### config.mk
export PLATFORM = sky130hd
export DESIGN_NAME = fetch_ctrl_flat
export DESIGN_NICKNAME = d
export VERILOG_FILES = /design/src/rtl/fetch_ctrl_if.sv /design/src/rtl/fetch_ctrl.sv /design/src/flat_wrapper.sv
export SDC_FILE = /design/constraint.sdc
export NUM_CORES = 1
export LEC_CHECK = 0
export CAP_MARGIN = 10
export CELL_PAD_IN_SITES_DETAIL_PLACEMENT = 0
export CELL_PAD_IN_SITES_GLOBAL_PLACEMENT = 1
export CORE_MARGIN = 2
export CORE_UTILIZATION = 46
export CTS_CLUSTER_DIAMETER = 60
export CTS_CLUSTER_SIZE = 30
export DETAILED_ROUTE_END_ITERATION = 8
export DONT_BUFFER_PORTS = 1
export PLACE_DENSITY = 0.89
export SYNTH_ARGS = -nofsm -noshare
export SYNTH_HDL_FRONTEND = slang
export SYNTH_SLANG_ARGS = --single-unit
### constraint.sdc
create_clock -name CLK -period 4.3 [get_ports CLK]
set_clock_uncertainty 0.05 [all_clocks]
set_input_delay 0.215 -clock CLK [delete_from_list [all_inputs] [get_ports CLK]]
set_output_delay 0.215 -clock CLK [all_outputs]
set_load 0.02 [all_outputs]
### src/rtl/fetch_ctrl_if.sv
// Fetch controller bus: PC handshake, instruction-memory read port and decode-side IR handshake.
// master = fetch_ctrl, slave = PC / memory / decode environment.
interface fetch_ctrl_if #(
  parameter int unsigned ADDR_W = 16,
  parameter int unsigned DATA_W = 32
);
  logic              RUN;
  logic [ADDR_W-1:0] PC;
  logic              PC_EN;
  logic              MEM_RD;
  logic [ADDR_W-1:0] MEM_ADDR;
  logic              MEM_ACK;
  logic [DATA_W-1:0] MEM_DATA;
  logic [DATA_W-1:0] IR;
  logic              IR_VALID;
  logic              IR_READY;
  logic              FETCH_ERR;

  modport master (
    input  RUN, PC, MEM_ACK, MEM_DATA, IR_READY,
    output PC_EN, MEM_RD, MEM_ADDR, IR, IR_VALID, FETCH_ERR
  );

  modport slave (
    output RUN, PC, MEM_ACK, MEM_DATA, IR_READY,
    input  PC_EN, MEM_RD, MEM_ADDR, IR, IR_VALID, FETCH_ERR
  );
endinterface

### src/rtl/fetch_ctrl.sv
// Instruction-fetch controller: samples PC, reads instruction memory, hands IR to decode, pulses PC_EN.
// Optional FETCH_TIMEOUT_EN: WAIT bounded to TIMEOUT cycles, then sticky FETCH_ERR.
module fetch_ctrl #(
  parameter int unsigned ADDR_W  = 16,
  parameter int unsigned DATA_W  = 32
`ifdef FETCH_TIMEOUT_EN
  ,
  parameter int unsigned TIMEOUT = 15
`endif
) (
  input  logic         CLK,
  input  logic         RESET,
  fetch_ctrl_if.master bus
);

  localparam logic [1:0] ST_IDLE = 2'd0;
  localparam logic [1:0] ST_WAIT = 2'd1;
  localparam logic [1:0] ST_HOLD = 2'd2;
  localparam logic [1:0] ST_ERR  = 2'd3;

  logic [1:0]        state_q,    state_d;
  logic              pc_en_q,    pc_en_d;
  logic              mem_rd_q,   mem_rd_d;
  logic [ADDR_W-1:0] mem_addr_q, mem_addr_d;
  logic [DATA_W-1:0] ir_q,       ir_d;
  logic              ir_valid_q, ir_valid_d;

`ifdef FETCH_TIMEOUT_EN
  localparam int unsigned CNT_W = $clog2(TIMEOUT + 1);
  logic [CNT_W-1:0] cnt_q, cnt_d;
  logic             fetch_err_q, fetch_err_d;
`endif

  // Next-state and output decode
  always_comb begin
    state_d    = state_q;
    pc_en_d    = 1'b0;
    mem_rd_d   = mem_rd_q;
    mem_addr_d = mem_addr_q;
    ir_d       = ir_q;
    ir_valid_d = ir_valid_q;
`ifdef FETCH_TIMEOUT_EN
    cnt_d       = cnt_q;
    fetch_err_d = fetch_err_q;
`endif
    case (state_q)
      ST_IDLE: begin
        if (bus.RUN) begin
          mem_rd_d   = 1'b1;
          mem_addr_d = bus.PC;
          state_d    = ST_WAIT;
`ifdef FETCH_TIMEOUT_EN
          cnt_d      = '0;
`endif
        end
      end
      ST_WAIT: begin
        // A started read always completes; RUN is not looked at here
        if (bus.MEM_ACK) begin
          ir_d       = bus.MEM_DATA;
          ir_valid_d = 1'b1;
          mem_rd_d   = 1'b0;
          pc_en_d    = 1'b1;
          state_d    = ST_HOLD;
        end
`ifdef FETCH_TIMEOUT_EN
        else if (cnt_q == CNT_W'(TIMEOUT - 1)) begin
          mem_rd_d    = 1'b0;
          fetch_err_d = 1'b1;
          state_d     = ST_ERR;
        end else begin
          cnt_d = cnt_q + CNT_W'(1);
        end
`endif
      end
      ST_HOLD: begin
        // Returning through IDLE makes the next PC sample see the increment
        if (bus.IR_READY) begin
          ir_valid_d = 1'b0;
          state_d    = ST_IDLE;
        end
      end
      ST_ERR: begin
        mem_rd_d = 1'b0;
`ifdef FETCH_TIMEOUT_EN
        fetch_err_d = 1'b1;
`endif
      end
    endcase
  end

  // State and output registers
  always_ff @(posedge CLK) begin
    if (RESET) begin
      state_q    <= ST_IDLE;
      pc_en_q    <= 1'b0;
      mem_rd_q   <= 1'b0;
      mem_addr_q <= '0;
      ir_q       <= '0;
      ir_valid_q <= 1'b0;
`ifdef FETCH_TIMEOUT_EN
      cnt_q       <= '0;
      fetch_err_q <= 1'b0;
`endif
    end else begin
      state_q    <= state_d;
      pc_en_q    <= pc_en_d;
      mem_rd_q   <= mem_rd_d;
      mem_addr_q <= mem_addr_d;
      ir_q       <= ir_d;
      ir_valid_q <= ir_valid_d;
`ifdef FETCH_TIMEOUT_EN
      cnt_q       <= cnt_d;
      fetch_err_q <= fetch_err_d;
`endif
    end
  end

  assign bus.PC_EN    = pc_en_q;
  assign bus.MEM_RD   = mem_rd_q;
  assign bus.MEM_ADDR = mem_addr_q;
  assign bus.IR       = ir_q;
  assign bus.IR_VALID = ir_valid_q;
`ifdef FETCH_TIMEOUT_EN
  assign bus.FETCH_ERR = fetch_err_q;
`else
  assign bus.FETCH_ERR = 1'b0;
`endif

endmodule
### src/flat_wrapper.sv
// flat-port wrapper written by rule: the top's interface ports become plain ports
module fetch_ctrl_flat 
#(
  parameter int unsigned ADDR_W  = 16,
  parameter int unsigned DATA_W  = 32

)
  (CLK, RESET, bus_RUN, bus_PC, bus_MEM_ACK, bus_MEM_DATA, bus_IR_READY, bus_PC_EN, bus_MEM_RD, bus_MEM_ADDR, bus_IR, bus_IR_VALID, bus_FETCH_ERR);
  fetch_ctrl_if #(.ADDR_W(ADDR_W), .DATA_W(DATA_W)) bus_i ();
  input  logic CLK;
  input  logic RESET;
  input wire logic [$bits(bus_i.RUN)-1:0] bus_RUN;
  input wire logic [$bits(bus_i.PC)-1:0] bus_PC;
  input wire logic [$bits(bus_i.MEM_ACK)-1:0] bus_MEM_ACK;
  input wire logic [$bits(bus_i.MEM_DATA)-1:0] bus_MEM_DATA;
  input wire logic [$bits(bus_i.IR_READY)-1:0] bus_IR_READY;
  output wire logic [$bits(bus_i.PC_EN)-1:0] bus_PC_EN;
  output wire logic [$bits(bus_i.MEM_RD)-1:0] bus_MEM_RD;
  output wire logic [$bits(bus_i.MEM_ADDR)-1:0] bus_MEM_ADDR;
  output wire logic [$bits(bus_i.IR)-1:0] bus_IR;
  output wire logic [$bits(bus_i.IR_VALID)-1:0] bus_IR_VALID;
  output wire logic [$bits(bus_i.FETCH_ERR)-1:0] bus_FETCH_ERR;
  assign bus_i.RUN = bus_RUN;
  assign bus_i.PC = bus_PC;
  assign bus_i.MEM_ACK = bus_MEM_ACK;
  assign bus_i.MEM_DATA = bus_MEM_DATA;
  assign bus_i.IR_READY = bus_IR_READY;
  assign bus_PC_EN = bus_i.PC_EN;
  assign bus_MEM_RD = bus_i.MEM_RD;
  assign bus_MEM_ADDR = bus_i.MEM_ADDR;
  assign bus_IR = bus_i.IR;
  assign bus_IR_VALID = bus_i.IR_VALID;
  assign bus_FETCH_ERR = bus_i.FETCH_ERR;
  fetch_ctrl #(.ADDR_W(ADDR_W), .DATA_W(DATA_W)) u_core (.CLK(CLK), .RESET(RESET), .bus(bus_i));
endmodule
==> run summary, run 1 <==
Status -> completed
Post-synthesis sequential area ratio -> 52.4%
CTS tree -> done
Fillers -> 401
Total gr overflow -> 0
Achievable frequency -> 395 MHz
FP Rows -> 24
Initial core utilization -> 47.2%
Max-Cap Viols -> 0
DP Wirelength -> 2.92 mm
Synth cell types -> 21
Share of post-route cells with drive strength above 1 -> 3.86%
Type of origin of the critical path -> flip-flop
Routed WL -> 4.67 mm
Initial antenna violation count -> 0
Clk Latency, worst-skew pair -> 300 ps
Critical path endpoint category -> flip-flop
Post-layout min period -> 2530 ps
Die height -> 70.4 µm
GP Congestion -> 0.761
Vias -> 1682
Place WS -> 2320 ps
Slew margin rel. -> 27.7%
RSZ-0062 raised after global routing -> false
Drt first pass iters -> 4
Max Buffers Root-to-Sink -> 2
Final cycle utilization of the critical path -> 58.9%
Critical path peak fanout -> 33
Max VDD drop -> 0.349 mV
Final Hold Viols -> 0
Synthesized net count -> 306
Chip width -> 70.4 µm
Setup CP Type -> reg2reg
Resize count post-CTS -> 0
Buffers on Ports -> 0
Slew @ Worst Pin -> 1080 ps
Clk slew on worst S/H paths -> 100 ps
First-pass GRT wire length -> 7.81 mm
DR WL/cell -> 13.9 µm
Yosys warns -> 0
Via density -> 4.99
Cell count after synthesis -> 246
Iteration-0 DRC Markers -> 76
CTS sink count -> 53
Final setup vio count -> 0
Avg Cell Area, Syn -> 8.23 µm²
Final WS setup -> 1770 ps
Yosys reg bits -> 53
Most frequent cells in the layout -> nand2_1 (100), dfxtp_1 (53), a21oi_1 (49), dlygate4sd3_1 (47), ha_1 (7)
Area Overhead vs Synth -> 26.5%
Post-route DRC -> 0
Static leakage -> 0.000968 µW
GRT Total Usage -> 19.7%
WP data arrival -> 2730 ps
N_diodes -> 0
Critical Path RT -> 4500 ps
Min-Delay Path Class -> in2reg
TritonCTS Buffers -> 5
Largest net degree at the start of global routing -> 52
Vias in the first global route -> 1782
Layout Cells excl Fill -> 337
IO Pins -> 105
Clk Tree Root Cell -> clkbuf_8
Slew Viols, Final -> 0
Commonest non-fill, non-tap cell in the layout -> nand2_1
Core ar. -> 4290 µm²
Setup TNS -> 0 ps
PD cells -> 511 nW/µm²
Post-route ant nets -> 0
Nets -> 344
Die footprint -> 4950 µm²
Post-Syn Area -> 2030 µm²
H-tree depth -> 2
Dpl cells -> 281
[kinds of logic after synthesis]
family	count (synthesis)	synth area share, %
simple gates	110	22.8
flops	53	52.4
compound gates	52	13.3
buf+inv	21	5.93
fa+ha+maj	7	4.32
mux	2	1.05
other cells	1	0.185
[final cells by class]
type	count	area, µm²	area share [%]
Inverter	4	15.0	0.586
Clock inverter	2	13.8	0.537
Timing Repair Buffer	48	490	19.1
Multi-Input combinational cell	172	845	33.0
Clock buffer	6	72.6	2.83
Sequential cell	53	1060	41.4
Tap cell	52	65.1	2.54
[flip-flops by register name (all words and copies together) (netlist names)]
register and flops:
u_core.bus.MEM_RD 1, u_core.bus.MEM_ADDR 16, u_core.state_q 2, u_core.bus.PC_EN 1, u_core.bus.IR_VALID 1, u_core.bus.IR 32
[synthesized netlist by cell type, drive strengths merged]
cell / count / area [µm²]
nand2: 100 / 375
dfxtp: 53 / 1060
a21oi: 49 / 245
buf: 12 / 86.3
ha: 7 / 87.6
clkbuf: 5 / 18.8
inv: 4 / 15.0
nor2: 3 / 11.3
nor2b: 3 / 33.8
and2: 2 / 12.5
conb: 1 / 3.75
mux2: 1 / 11.3
mux2i: 1 / 10.0
nor4: 1 / 21.3
o311ai: 1 / 8.76
o31ai: 1 / 7.51
o41ai: 1 / 8.76
or4: 1 / 7.51
[report_power, final]
| group | leakage, µW | switching, µW | internal (µW) |
|---|---|---|---|
| combinational | 0.000490 | 192 | 136 |
| sequential | 0.000432 | 141 | 569 |
| clock | 0.0000456 | 154 | 116 |
[final timing paths]
kind	slack [ps]	end	cells after the start	start
hold reg to reg	500	u_core.state_q[1]	2	u_core.state_q[1]
setup / recovery	1770	u_core.bus.IR[7]	6	u_core.state_q[1]
setup reg to reg	1770	u_core.bus.IR[7]	6	u_core.state_q[1]
hold / removal	10	u_core.bus.IR[31]	2	bus_MEM_DATA[31]
[timing repair]
item                                   in CTS  in global routing
setup endpoints to repair                   0                  0
endpoints found under the hold margin      51                  0
setup buffers                               0                  0
hold buffers                               48                  0
[worst max-delay path, stage by stage (launching register included)]
cell           delay, ps
dfxtp_1              430
inv_1                110
ha_1                 220
nand2_1              770
nand2_1              130
a21oi_1              190
dlygate4sd3_1        570
[layer usage]
metal / vias up / track usage [%] / share of wire (%)
met5: - / 0 / 0
li1: 857 / - / -
met2: 66 / 34.9 / 50
met4: 0 / 8.33 / 2.2
met1: 748 / 20.3 / 39
met3: 11 / 7.94 / 9.1
[through the flow]
step | util [%] | total power (µW) | instance area, µm² | hold WS (ps)
floorplan | - | 977 | 2030 | 301
global placement | 46.2 | 996 | 1990 | 238
detailed placement | 46.2 | 1010 | 1990 | 240
CTS | 59.7 | 1320 | 2560 | 5.53
global route | 59.7 | 1400 | 2560 | 12.8
finish | 59.7 | 1310 | 2560 | 11.4
Power figures use the tool's default switching activity.
==> run 2: changes to the inputs <==
--- a/config.mk
+++ b/config.mk
@@ -9,12 +9,12 @@
 export CELL_PAD_IN_SITES_DETAIL_PLACEMENT = 0
 export CELL_PAD_IN_SITES_GLOBAL_PLACEMENT = 1
 export CORE_MARGIN = 2
-export CORE_UTILIZATION = 46
+export CORE_UTILIZATION = 42
 export CTS_CLUSTER_DIAMETER = 60
 export CTS_CLUSTER_SIZE = 30
 export DETAILED_ROUTE_END_ITERATION = 8
 export DONT_BUFFER_PORTS = 1
-export PLACE_DENSITY = 0.89
+export PLACE_DENSITY = 0.83
 export SYNTH_ARGS = -nofsm -noshare
 export SYNTH_HDL_FRONTEND = slang
 export SYNTH_SLANG_ARGS = --single-unit
==> constraint.sdc (replaced) <==
create_clock -name CLK -period 2.4 [get_ports CLK]
set_clock_uncertainty 0.05 [all_clocks]
set_input_delay 0.12 -clock CLK [delete_from_list [all_inputs] [get_ports CLK]]
set_output_delay 0.12 -clock CLK [all_outputs]
set_load 0.02 [all_outputs]
==> run summary, run 2 (synthesized netlist as in run 1, its figures left out) <==
N_diodes -> 0
RSZ-0062 raised after global routing -> false
Fin Hold WS -> 42.9 ps
Post-route ant nets -> 0
Final Hold Viols -> 0
GRT Total Usage -> 17.4%
Share of post-route cells with drive strength above 1 -> 4.51%
CTS sink count -> 53
Critical path endpoint category -> flip-flop
PD cells -> 943 nW/µm²
Clk slew on worst S/H paths -> 100 ps
Die footprint -> 5390 µm²
Min-Delay Path Class -> in2reg
Chip width -> 73.5 µm
Type of origin of the critical path -> flip-flop
Setup TNS -> 0 ps
Area Overhead vs Synth -> 29.1%
Commonest non-fill, non-tap cell in the layout -> nand2_1
Final cycle utilization of the critical path -> 83.7%
Max Buffers Root-to-Sink -> 2
Max VDD drop -> 0.610 mV
Vias -> 1687
Via density -> 4.93
Slew @ Worst Pin -> 542 ps
First-pass GRT wire length -> 7.45 mm
Most frequent cells in the layout -> nand2_1 (100), dfxtp_1 (53), a21oi_1 (49), dlygate4sd3_1 (48), ha_1 (7)
Drt first pass iters -> 4
Static leakage -> 0.000992 µW
Clk Tree Root Cell -> clkbuf_8
Routing usage on met1 -> 18.4%
Post-route DRC -> 0
Max-Cap Viols -> 0
H-tree depth -> 2
Core ar. -> 4690 µm²
WP data arrival -> 2210 ps
Slew Viols, Final -> 0
GR peak layer -> met2
IO Pins -> 105
Vias in the first global route -> 1710
Achievable frequency -> 498 MHz
Final Instance Area -> 2620 µm²
Status -> completed
GR Layer Usage met3 -> 6.72%
Iteration-0 DRC Markers -> 55
TritonCTS Buffers -> 5
DR WL/cell -> 13.6 µm
Max reg flops -> 32
Critical path peak fanout -> 33
Total gr overflow -> 0
Initial core utilization -> 43.2%
Placed instance area -> 2000 µm²
Fin util -> 55.7%
Setup CP Type -> reg2reg
Buffers on Ports -> 0
Critical Path RT -> 2600 ps
Routed WL -> 4.65 mm
Largest net degree at the start of global routing -> 55
Resize count post-CTS -> 0
CTS tree -> done
Slew margin rel. -> 63.9%
Die height -> 73.5 µm
Clk Latency, worst-skew pair -> 290 ps
Met2 GRT Util -> 31.5%
Final setup vio count -> 0
GP Congestion -> 0.700
Nets -> 347
Post-layout min period -> 2010 ps
DP Wirelength -> 2.75 mm
Power Total -> 2470 µW
FP Rows -> 25
Initial antenna violation count -> 0
-- run 2: changes by cell type in the layout (fill, tap and decap cells not counted) --
cell           change
clkinv_2           -1
bufinv_16          +1
inv_6              -1
clkinv_4           +1
buf_4              +2
dlygate4sd3_1      +1
-- run 2: worst paths after layout --
check             cells after the start                   to              start  slack [ps]
setup / recovery                      7    u_core.bus.IR[11]  u_core.state_q[1]         390
setup reg to reg                      7    u_core.bus.IR[11]  u_core.state_q[1]         390
hold reg to reg                       2    u_core.state_q[1]  u_core.state_q[1]         500
hold / removal                        2  u_core.bus.IR_VALID        bus_MEM_ACK          40
-- run 2: cell type report --
type | count | area [µm²]
fill | 438 | 2080
sequential | 53 | 1060
multi-input combinational | 172 | 845
timing repair buffer | 51 | 515
clock buffer | 6 | 72.6
tap | 54 | 67.6
clock inverter | 2 | 38.8
inverter | 4 | 15.0
-- run 2: routing by layer --
layer / wire length [µm] / up-vias
li1: - / 864
met1: 1820 / 748
met2: 2340 / 69
met3: 427 / 6
met4: 51 / 0
met5: 0 / -
-- run 2: metrics by stage --
stage	setup slack, ps	std cells
after floorplan	800	246
after global placement	738	285
after global routing	220	342
final	390	342
after detailed placement	678	285
after CTS	377	342
-- run 2: worst max-delay path, cell delays in order, from the launching register on --
cell	delay [ps]
dfxtp_1	430
inv_1	110
ha_1	220
nand2_1	70
buf_4	310
nand2_1	90
a21oi_1	140
dlygate4sd3_1	540
-- run 2: where the power goes --
group	total, µW	internal [µW]	switching (µW)
sequential	1270	1020	248
clock	598	313	285
combinational	601	256	346
total	2470	1590	879
-- run 2: repair_timing --
item,in CTS,in global routing
buffers inserted,0,0
hold buffers,49,0
hold endpoints to repair,53,0
